[config.mk]
export PLATFORM = sky130hd
export DESIGN_NAME = pc_redirect_ctrl_flat
export DESIGN_NICKNAME = d
export VERILOG_FILES = /design/src/rtl/pc_redirect_ctrl_if.sv /design/src/rtl/pc_redirect_ctrl.sv /design/src/flat_wrapper.sv
export SDC_FILE = /design/constraint.sdc
export NUM_CORES = 1
export LEC_CHECK = 0
export BUFFER_PORTS_ARGS = -buffer_cell sky130_fd_sc_hd__buf_2
export CORE_UTILIZATION = 40
export CTS_BUF_LIST = sky130_fd_sc_hd__clkbuf_16
export CTS_CLUSTER_SIZE = 14
export DETAILED_ROUTE_END_ITERATION = 6
export PLACE_DENSITY = 0.86
export RECOVER_POWER = 25
export SLEW_MARGIN = 20
export SYNTH_ARGS = -nofsm -noshare
export SYNTH_HDL_FRONTEND = slang
export SYNTH_SLANG_ARGS = --single-unit
[constraint.sdc]
create_clock -name clk -period 2.46 [get_ports clk]
set_input_delay 0.492 -clock clk [delete_from_list [all_inputs] [get_ports clk]]
set_output_delay 0.492 -clock clk [all_outputs]
set_load 0.03 [all_outputs]
[src/rtl/pc_redirect_ctrl_if.sv]
// Bundle between the redirect sources / PC generator and pc_redirect_ctrl.
// The controller uses the slave view; the environment driving it uses master.
interface pc_redirect_ctrl_if #(
    parameter int CAUSE_W = 5
);
    logic               fetch_stall;
    logic               load_use_stall;
    logic               br_taken;
    logic [31:0]        br_target;
    logic               jal_valid;
    logic [31:0]        jal_target;
    logic               trap_req;
    logic [31:0]        trap_pc;
    logic [CAUSE_W-1:0] trap_cause;
    logic               irq_req;
    logic               irq_en;
    logic [31:0]        irq_pc;
    logic               mret_valid;
    logic [31:0]        mtvec;
    logic               pc_stall;
    logic               pc_flush;
    logic [31:0]        pc_new;
    logic               flush_if_id;
    logic               flush_id_ex;
    logic [31:0]        mepc;
    logic [CAUSE_W:0]   mcause;
    logic               trap_busy;

    modport slave (
        input  fetch_stall, load_use_stall, br_taken, br_target, jal_valid, jal_target,
               trap_req, trap_pc, trap_cause, irq_req, irq_en, irq_pc, mret_valid, mtvec,
        output pc_stall, pc_flush, pc_new, flush_if_id, flush_id_ex, mepc, mcause, trap_busy
    );

    modport master (
        output fetch_stall, load_use_stall, br_taken, br_target, jal_valid, jal_target,
               trap_req, trap_pc, trap_cause, irq_req, irq_en, irq_pc, mret_valid, mtvec,
        input  pc_stall, pc_flush, pc_new, flush_if_id, flush_id_ex, mepc, mcause, trap_busy
    );
endinterface

[src/rtl/pc_redirect_ctrl.sv]
// Control-flow controller: arbitrates branch/jal/trap/mret redirects into a single
// pending redirect held until the PC generator is unstalled, plus trap drain FSM.
module pc_redirect_ctrl #(
    parameter int DRAIN_CYCLES = 2,
    parameter int CAUSE_W      = 5
) (
    input  logic              clk,
    input  logic              reset_n,
    pc_redirect_ctrl_if.slave bus
);
    typedef enum logic [1:0] {IDLE, DRAIN, VECTOR} state_t;

    localparam logic [1:0] CLS_JAL  = 2'd1;
    localparam logic [1:0] CLS_BR   = 2'd2;
    localparam logic [1:0] CLS_TRAP = 2'd3;
    localparam logic [3:0] CNT_INIT = 4'(DRAIN_CYCLES - 1);

    function automatic logic [31:0] align(input logic [31:0] a);
        return a & ~32'd3;
    endfunction

    state_t             state_q;
    logic               pend_valid_q;
    logic [31:0]        pend_pc_q;
    logic [1:0]         pend_cls_q;
    logic [31:0]        mepc_q;
    logic [CAUSE_W:0]   mcause_q;
    logic [3:0]         cnt_q;

    logic               in_idle, in_drain, stall, consume;
    logic               trap_take, mret_take;
    logic               ev_valid, ev_ok;
    logic [1:0]         ev_cls;
    logic [31:0]        ev_pc;
    logic [31:0]        cap_mepc_d;
    logic [CAUSE_W:0]   cap_mcause_d;

    assign in_idle   = (state_q == IDLE);
    assign in_drain  = (state_q == DRAIN);
    assign stall     = bus.fetch_stall | bus.load_use_stall | in_drain;
    // The PC generator ignores flush while stalled, so only an unstalled cycle consumes.
    assign consume   = pend_valid_q & ~stall;
    assign trap_take = in_idle & (bus.trap_req | (bus.irq_req & bus.irq_en));
    assign mret_take = in_idle & bus.mret_valid & ~trap_take;

    always_comb begin
        cap_mepc_d   = bus.irq_pc;
        cap_mcause_d = {1'b1, {CAUSE_W{1'b0}}};
        if (bus.trap_req) begin
            cap_mepc_d   = bus.trap_pc;
            cap_mcause_d = {1'b0, bus.trap_cause};
        end
    end

    always_comb begin
        ev_valid = 1'b0;
        ev_cls   = 2'd0;
        ev_pc    = 32'd0;
        if (mret_take) begin
            ev_valid = 1'b1;
            ev_cls   = CLS_TRAP;
            ev_pc    = mepc_q;
        end else if (in_idle && !trap_take && bus.br_taken) begin
            ev_valid = 1'b1;
            ev_cls   = CLS_BR;
            ev_pc    = bus.br_target;
        end else if (in_idle && !trap_take && bus.jal_valid) begin
            ev_valid = 1'b1;
            ev_cls   = CLS_JAL;
            ev_pc    = bus.jal_target;
        end
    end

    // A slot being consumed this edge is free for any class.
    assign ev_ok = ev_valid & (~pend_valid_q | consume | (ev_cls >= pend_cls_q));

    always_ff @(posedge clk or negedge reset_n) begin
        if (!reset_n) begin
            state_q      <= IDLE;
            pend_valid_q <= 1'b0;
            pend_pc_q    <= 32'd0;
            pend_cls_q   <= 2'd0;
            mepc_q       <= 32'd0;
            mcause_q     <= '0;
            cnt_q        <= 4'd0;
        end else begin
            case (state_q)
                IDLE: begin
                    if (trap_take) begin
                        state_q      <= DRAIN;
                        cnt_q        <= CNT_INIT;
                        pend_valid_q <= 1'b0;
                        mepc_q       <= cap_mepc_d;
                        mcause_q     <= cap_mcause_d;
                    end else if (ev_ok) begin
                        pend_valid_q <= 1'b1;
                        pend_pc_q    <= align(ev_pc);
                        pend_cls_q   <= ev_cls;
                    end else if (consume) begin
                        pend_valid_q <= 1'b0;
                    end
                end
                DRAIN: begin
                    if (cnt_q == 4'd0) begin
                        state_q      <= VECTOR;
                        pend_valid_q <= 1'b1;
                        pend_pc_q    <= align(bus.mtvec);
                        pend_cls_q   <= CLS_TRAP;
                    end else begin
                        cnt_q <= cnt_q - 4'd1;
                    end
                end
                VECTOR: begin
                    if (bus.trap_req) begin
                        state_q      <= DRAIN;
                        cnt_q        <= CNT_INIT;
                        pend_valid_q <= 1'b0;
                        mepc_q       <= cap_mepc_d;
                        mcause_q     <= cap_mcause_d;
                    end else if (consume) begin
                        state_q      <= IDLE;
                        pend_valid_q <= 1'b0;
                    end
                end
                default: state_q <= IDLE;
            endcase
        end
    end

    // Combinational strobes are gated so every output reads 0 while in reset.
    assign bus.pc_stall    = reset_n & stall;
    assign bus.flush_if_id = reset_n & (in_drain | bus.br_taken | bus.jal_valid | mret_take);
    assign bus.flush_id_ex = reset_n & (in_drain | bus.br_taken | mret_take);
    assign bus.pc_flush    = pend_valid_q;
    assign bus.pc_new      = pend_pc_q;
    assign bus.mepc        = mepc_q;
    assign bus.mcause      = mcause_q;
    assign bus.trap_busy   = ~in_idle;
endmodule

[src/flat_wrapper.sv]
// flat-port wrapper written by rule: the top's interface ports become plain ports
module pc_redirect_ctrl_flat 
#(
    parameter int DRAIN_CYCLES = 2,
    parameter int CAUSE_W      = 5
)
  (clk, reset_n, bus_fetch_stall, bus_load_use_stall, bus_br_taken, bus_br_target, bus_jal_valid, bus_jal_target, bus_trap_req, bus_trap_pc, bus_trap_cause, bus_irq_req, bus_irq_en, bus_irq_pc, bus_mret_valid, bus_mtvec, bus_pc_stall, bus_pc_flush, bus_pc_new, bus_flush_if_id, bus_flush_id_ex, bus_mepc, bus_mcause, bus_trap_busy);
  pc_redirect_ctrl_if #(.CAUSE_W(CAUSE_W)) bus_i ();
  input  logic clk;
  input  logic reset_n;
  input wire logic [$bits(bus_i.fetch_stall)-1:0] bus_fetch_stall;
  input wire logic [$bits(bus_i.load_use_stall)-1:0] bus_load_use_stall;
  input wire logic [$bits(bus_i.br_taken)-1:0] bus_br_taken;
  input wire logic [$bits(bus_i.br_target)-1:0] bus_br_target;
  input wire logic [$bits(bus_i.jal_valid)-1:0] bus_jal_valid;
  input wire logic [$bits(bus_i.jal_target)-1:0] bus_jal_target;
  input wire logic [$bits(bus_i.trap_req)-1:0] bus_trap_req;
  input wire logic [$bits(bus_i.trap_pc)-1:0] bus_trap_pc;
  input wire logic [$bits(bus_i.trap_cause)-1:0] bus_trap_cause;
  input wire logic [$bits(bus_i.irq_req)-1:0] bus_irq_req;
  input wire logic [$bits(bus_i.irq_en)-1:0] bus_irq_en;
  input wire logic [$bits(bus_i.irq_pc)-1:0] bus_irq_pc;
  input wire logic [$bits(bus_i.mret_valid)-1:0] bus_mret_valid;
  input wire logic [$bits(bus_i.mtvec)-1:0] bus_mtvec;
  output wire logic [$bits(bus_i.pc_stall)-1:0] bus_pc_stall;
  output wire logic [$bits(bus_i.pc_flush)-1:0] bus_pc_flush;
  output wire logic [$bits(bus_i.pc_new)-1:0] bus_pc_new;
  output wire logic [$bits(bus_i.flush_if_id)-1:0] bus_flush_if_id;
  output wire logic [$bits(bus_i.flush_id_ex)-1:0] bus_flush_id_ex;
  output wire logic [$bits(bus_i.mepc)-1:0] bus_mepc;
  output wire logic [$bits(bus_i.mcause)-1:0] bus_mcause;
  output wire logic [$bits(bus_i.trap_busy)-1:0] bus_trap_busy;
  assign bus_i.fetch_stall = bus_fetch_stall;
  assign bus_i.load_use_stall = bus_load_use_stall;
  assign bus_i.br_taken = bus_br_taken;
  assign bus_i.br_target = bus_br_target;
  assign bus_i.jal_valid = bus_jal_valid;
  assign bus_i.jal_target = bus_jal_target;
  assign bus_i.trap_req = bus_trap_req;
  assign bus_i.trap_pc = bus_trap_pc;
  assign bus_i.trap_cause = bus_trap_cause;
  assign bus_i.irq_req = bus_irq_req;
  assign bus_i.irq_en = bus_irq_en;
  assign bus_i.irq_pc = bus_irq_pc;
  assign bus_i.mret_valid = bus_mret_valid;
  assign bus_i.mtvec = bus_mtvec;
  assign bus_pc_stall = bus_i.pc_stall;
  assign bus_pc_flush = bus_i.pc_flush;
  assign bus_pc_new = bus_i.pc_new;
  assign bus_flush_if_id = bus_i.flush_if_id;
  assign bus_flush_id_ex = bus_i.flush_id_ex;
  assign bus_mepc = bus_i.mepc;
  assign bus_mcause = bus_i.mcause;
  assign bus_trap_busy = bus_i.trap_busy;
  pc_redirect_ctrl #(.DRAIN_CYCLES(DRAIN_CYCLES), .CAUSE_W(CAUSE_W)) u_core (.clk(clk), .reset_n(reset_n), .bus(bus_i));
endmodule
# --- After elaboration in Yosys (flattened, before gate mapping) ---
# Cells that the tools add are included.
# W data, S select, Z words.
word_totals:
  elab_cells: 94
  regBits: 79
op_classes:
  n_bitwise: 22
  add_sub_neg: 1
  order_cmp: 1
  reduce_logical: 14
  mux: 40
  n_eq_ne: 9
op_table:
  columns: ["op", "count"]
  rows:
  - ["$mux W32", 9]
  - ["$pmux W32 S2", 2]
  - ["$mux W2", 9]
  - ["$mux W6", 3]
  - ["$mux W4", 3]
  - ["$ne A2 B2 Y1 const B", 6]
  - ["$pmux W4 S3", 1]
  - ["$pmux W6 S2", 1]
  - ["$and A1 B1 Y1", 9]
  - ["$mux W1", 9]
  - ["$or A1 B1 Y1", 9]
  - ["$reduce_and A4 Y1", 2]
  - ["$pmux W2 S3", 1]
  - ["$reduce_and A3 Y1", 2]
  - ["$logic_not A4 Y1", 1]
  - ["$not A1 Y1", 4]
  - ["$pmux W2 S2", 1]
  - ["$reduce_bool A2 Y1", 2]
  - ["$sub A4 B1 Y4 const B", 1]
  - ["$logic_and A1 B1 Y1", 3]
  - ["$ne A3 B2 Y1 const B", 1]
  - ["$pmux W1 S3", 1]
  - ["$reduce_bool A3 Y1", 1]
  - ["$eq A2 B1 Y1 const B", 1]
  - ["other kinds (5)", 5]

# --- Longest topological paths before layout ---
logic_depth:
  ltp_word: 15
  mapped_depth: 13
  ltp_nobuf: 10

# --- Worst setup path before layout ---
# OpenSTA, ideal clock, no wires.
synth_path:
  path_type: "input to register"
  start: "in bus_br_taken"
  end: "reg u_core.pend_pc_q[2], in the netlist u_core.bus.pc_new[2]"
  setup_slack_ps: -216
  setup_ps: 78
  t_required_ps: 2382
  arrival_time_ps: 2599
  path_stages: 12
  path_cell_list: "clkbuf_1 > nor2b_1 > clkbuf_1 > o21ai_0 > ha_1 > nand2b_1 > a211oi_2 > o32ai_2 > and2_1 > buf_4 > buf_6 > a21oi_1"
synth_between:
  elab_chain_len: 8
synth_lines:
  columns: ["item", "line", "source"]
  rows:
  - ["start, declared", "flat_wrapper.sv:13", "input wire logic [$bits(bus_i.br_taken)-1:0] bus_br_taken;"]
  - ["$logic_and A1 B1 Y1 *", "pc_redirect_ctrl.sv:63", "end else if (in_idle && !trap_take && bus.br_taken) begin"]
  - ["$mux W2", "pc_redirect_ctrl.sv:63", null]
  - ["$mux W2", "pc_redirect_ctrl.sv:59", "if (mret_take) begin"]
  - ["$ge A2 B2 Y1", "pc_redirect_ctrl.sv:75", "assign ev_ok = ev_valid & (~pend_valid_q | consume | (ev_cls >= pend_cls_q));"]
  - ["$or A1 B1 Y1", "pc_redirect_ctrl.sv:75", null]
  - ["$and A1 B1 Y1", "pc_redirect_ctrl.sv:75", null]
  - ["$ne A2 B2 Y1 (no source line)", null, null]
  - ["$reduce_and A4 Y1 (no source line)", null, null]
  - ["end signal, assigned", "pc_redirect_ctrl.sv:97", "pend_pc_q <= align(ev_pc);"]
  - ["end signal, assigned", "pc_redirect_ctrl.sv:107", "pend_pc_q <= align(bus.mtvec);"]
  - ["end, declared", "pc_redirect_ctrl.sv:24", "logic [31:0] pend_pc_q;"]
# Every way passes the cells marked *; elsewhere a longest branch is shown, timed or not. The select of a mux whose other input is x is not followed.
# A chain may end at the register's enable or synchronous reset.

# --- Final worst setup path ---
layout_path:
  start: "reg u_core.state_q[0]"
  end: "out bus_flush_if_id"
layout_between:
  elab_chain_len: 6
layout_lines:
  columns: ["item", "line", "source"]
  rows:
  - ["start, declared", "pc_redirect_ctrl.sv:22", "state_t state_q;"]
  - ["start signal, assigned", "pc_redirect_ctrl.sv:79", "state_q <= IDLE;"]
  - ["start signal, assigned", "pc_redirect_ctrl.sv:90", "state_q <= DRAIN;"]
  - ["start signal, assigned", "pc_redirect_ctrl.sv:105", "state_q <= VECTOR;"]
  - ["$logic_not A2 Y1", "pc_redirect_ctrl.sv:38", "assign in_idle = (state_q == IDLE);"]
  - ["$and A1 B1 Y1", "pc_redirect_ctrl.sv:43", "assign trap_take = in_idle & (bus.trap_req | (bus.irq_req & bus.irq_en));"]
  - ["$not A1 Y1", "pc_redirect_ctrl.sv:44", "assign mret_take = in_idle & bus.mret_valid & ~trap_take;"]
  - ["$and A1 B1 Y1", "pc_redirect_ctrl.sv:44", null]
  - ["$or A1 B1 Y1 *", "pc_redirect_ctrl.sv:132", "assign bus.flush_if_id = reset_n & (in_drain | bus.br_taken | bus.jal_valid | mret_take);"]
  - ["$and A1 B1 Y1 *", "pc_redirect_ctrl.sv:132", null]
  - ["end, declared", "flat_wrapper.sv:28", "output wire logic [$bits(bus_i.flush_if_id)-1:0] bus_flush_if_id;"]
# Every way passes the cells marked *; elsewhere a longest branch is shown, timed or not.

==> impl_metrics.py <==
metrics = {
    "cts": {
        "cts_buffers": 9,
        "cts_tree": "done",
        "cts_sinks": 77,
        "worstSkewPairLatency_ps": 330,
        "clk_pin_slew_ps": 60,
        "clk_path_buf_depth": 2,
        "cts_htree_levels": 3,
        "clockRootBuffer": "clkbuf_16",
    },
    "place": {
        "gp_congestion": 0.827,
        "hpwlAfterDp_um": 10700,
        "place_inst": 839,
        "place_ws_ps": -137,
        "port_buffers": 241,
    },
    "yosys": {
        "synth.largest_area_cell": "dfrtp_1",
        "synthXorXnorAreaFrac": 0,
        "synthTopCellsByArea": "dfrtp_1 (44%), a21oi_1 (11%), mux2i_1 (7.3%), a221oi_1 (6.0%), nor2b_1 (4.8%)",
        "async_flop_share": 1.00,
        "postSynthAreaPerCell_um2": 9.11,
        "synthMuxAreaShare": 0.0807,
        "synthSimpleGateAreaFrac": 0.141,
        "synth_compound_area_frac": 0.261,
        "synth_flop_cell": "dfrtp_1",
        "synth-seq-cells": 77,
        "synth_common_cells": "a21oi_1 (93), dfrtp_1 (77), nand2_1 (41)",
        "yosysSeqAreaShare": 0.439,
        "yosysWarnings": 0,
        "yosys.area_share.adder": 0.0228,
        "ys_types": 36,
        "yosysMostFrequentCell": "a21oi_1",
        "syn-cell-area_um2": 4390,
        "synth_top_area_frac": 0.439,
        "synth_top_family_by_area": "compound AO/OA/AOI/OAI gates",
        "syn_inst": 482,
        "synth_edf_count": 0,
    },
    "pwr": {
        "combPwrFrac": 0.551,
        "p_per_area_nw_per_um2": 1340,
        "p_seq_frac": 0.289,
        "irDropWorstVdd_mv": 0.674,
        "power_frac_clock": 0.160,
        "switching_share": 0.496,
        "p_int_w": 0.00416,
        "power.switching_w": 0.00409,
        "p_leak_nw": 2.90,
    },
    "grt": {
        "grt_antenna_before_repair": 0,
        "track_usage": 0.253,
        "grt_pass1_vias": 4332,
        "use_met1": 0.339,
        "grt_pass1_wl_um": 22100,
        "grt_max_degree": 71,
        "grt-busiest-layer": "met2",
        "gr-usage-met3": 0.0505,
        "grt_use_met2": 0.419,
        "overflow": 0,
    },
    "die": {
        "fp.dieW_um": 107,
        "coreArea_um2": 10500,
        "io_pins": 250,
        "die-area_um2": 11400,
        "fp-row-count": 37,
        "fp.dieH_um": 107,
        "initial_core_util": 0.420,
    },
    "detailed_routing": {
        "routedWlPerCell_um": 16.8,
        "via_per_inst": 5.35,
        "drcViolationCount": 0,
        "drt_wl_total_um": 14400,
        "drt_pre_antenna_iters": 5,
        "drtIter0Drc": 286,
        "vias": 4590,
        "ant_nets": 0,
    },
    "worst_setup_path": {
        "path_class": "reg2out",
        "cp.arrival_ps": 1900,
        "critPathTopFamily": "buffers and inverters",
        "cp_slowest_stage_delay_ps": 390,
        "r2r_slack_ps": 110,
        "crit_slowest_cell": "dfrtp_1",
        "crit_buf_inv": 3,
        "crit_top_cell": "buf_4",
        "cp_cell_sequence": "buf_4 -> ha_2 -> buf_4 -> a211o_1 -> o21a_1 -> buf_2",
        "end_kind": "output pin",
        "cp.required_ps": 1970,
        "crit_path_max_fanout": 25,
        "cp-start-kind": "flop",
    },
    "timing": {
        "rsz0062_at_grt": "false",
        "worst_slew_pin_slew_ps": 891,
        "hold_viol_final": 0,
        "finalCritPeriodShare": 0.971,
        "fmax_mhz": 419,
        "setup_viol": 0,
        "worst_slack_ps": 71.9,
        "period_minus_slack_ps": 2390,
        "skew_ps": 9.16,
        "slew_headroom": 0.406,
        "maxSlewViolCount": 0,
        "fin_setup_tns_ps": 0,
    },
    "layout": {
        "antenna_cells": 0,
        "nets": 900,
        "drive_gt1_frac": 0.361,
        "instances_no_fill": 858,
        "area_delta_synth_final_pct": 40.1,
    },
    "flow_run": {
        "maxCapViolations": 0,
    },
    "status": {
        "status": "complete, no violations",
    },
    "min_path": {
        "hp-class": "in2reg",
    },
}
worst reg2reg max path, cell delays in order (launching register included):
cell	delay, ps
dfrtp_1	390
inv_1	90
ha_2	190
and2_4	140
o21ai_0	90
ha_1	300
nand2b_4	150
a211oi_4	280
o32ai_4	140
and2_4	200
buf_12	160
a21oi_1	150
cell usage in the layout (no fill, tap or decap), types with 2 or more instances in the layout:
cell type,n
o21ai_0,40
a22o_1,6
o211a_1,2
inv_1,9
o31ai_1,2
o21a_1,2
and2_4,2
clkbuf_16,9
mux2_1,2
a21oi_1,78
nand2_1,41
buf_4,25
ha_1,6
a221oi_1,30
inv_6,2
mux2i_1,32
nand3_1,2
or3_1,2
nor2b_1,33
buf_2,191
dfrtp_1,77
conb_1,2
nor3_1,32
ha_2,2
a21oi_2,15
nor2_1,5
clkinvlp_4,3
clkbuf_1,49
power by group through the flow:
stage / Combinational [W] / Clock (W) / Sequential [W]
floorplan: 0.00190 / 0 / 0.00340
finish: 0.00454 / 0.00132 / 0.00238
CTS: 0.00449 / 0.00134 / 0.00236
detailed placement: 0.00445 / 0 / 0.00238
global placement: 0.00434 / 0 / 0.00236
global route: 0.00491 / 0.00140 / 0.00247
final cells by class:
cell class	instances	area (um2)
sequential	77	1930
inverter	9	33.8
timing repair buffer	268	1370
fill	982	4310
multi-input combinational	352	2350
tap	136	170
clock buffer	9	225
clock inverter	7	73.8
final timing paths:
kind | end | from | cells after the start
setup reg to reg | u_core.bus.pc_new[9] | u_core.state_q[0] | 11
setup / recovery | bus_flush_if_id | u_core.state_q[0] | 6
max in group asynchronous | u_core.bus.mepc[1] | reset_n | 3
hold reg to reg | u_core.bus.mepc[1] | u_core.bus.mepc[1] | 2
hold / removal | u_core.bus.mcause[0] | bus_trap_cause[0] | 2
min in group asynchronous | u_core.bus.pc_new[30] | reset_n | 2
logic make-up (layout without fill, tap and decap cells):
group	Yosys count	after routing
AOI/OAI and AO/OA	184	184
and+or+nand+nor	123	123
DFF	77	77
buffers and inverters	54	293
muxes	35	35
adders and majority gates	8	8
other	1	2
metrics by stage:
stage / power, W / utilization / instance area [um2] / hold slack (ps)
floorplan: 0.00531 / - / 4420 / 196
global placement: 0.00670 / 0.555 / 5800 / 332
detailed placement: 0.00683 / 0.555 / 5800 / 333
CTS: 0.00819 / 0.586 / 6130 / 372
global route: 0.00877 / 0.588 / 6150 / 380
finish: 0.00824 / 0.588 / 6150 / 378
metal layers:
metal | up-vias | part of all wire
met5 | - | 0
met4 | 0 | 0.0092
met3 | 11 | 0.064
met2 | 212 | 0.49
met1 | 2143 | 0.44
li1 | 2224 | -
registers in the layout (all words and copies together) (netlist names):
name	flops
u_core.bus.mepc	32
u_core.bus.pc_new	30
u_core.bus.mcause	6
u_core.cnt_q	4
u_core.pend_cls_q	2
u_core.state_q	2
u_core.bus.pc_flush	1
repair_timing:
item,4_1_cts,5_1_grt
endpoints found under the hold margin,7,0
hold buffers,1,0
gates resized for setup,0,22
pin swaps,0,2
setup endpoints to repair,1,32
buffers inserted,2,0
Note: power is estimated with default switching activity, not from simulation.
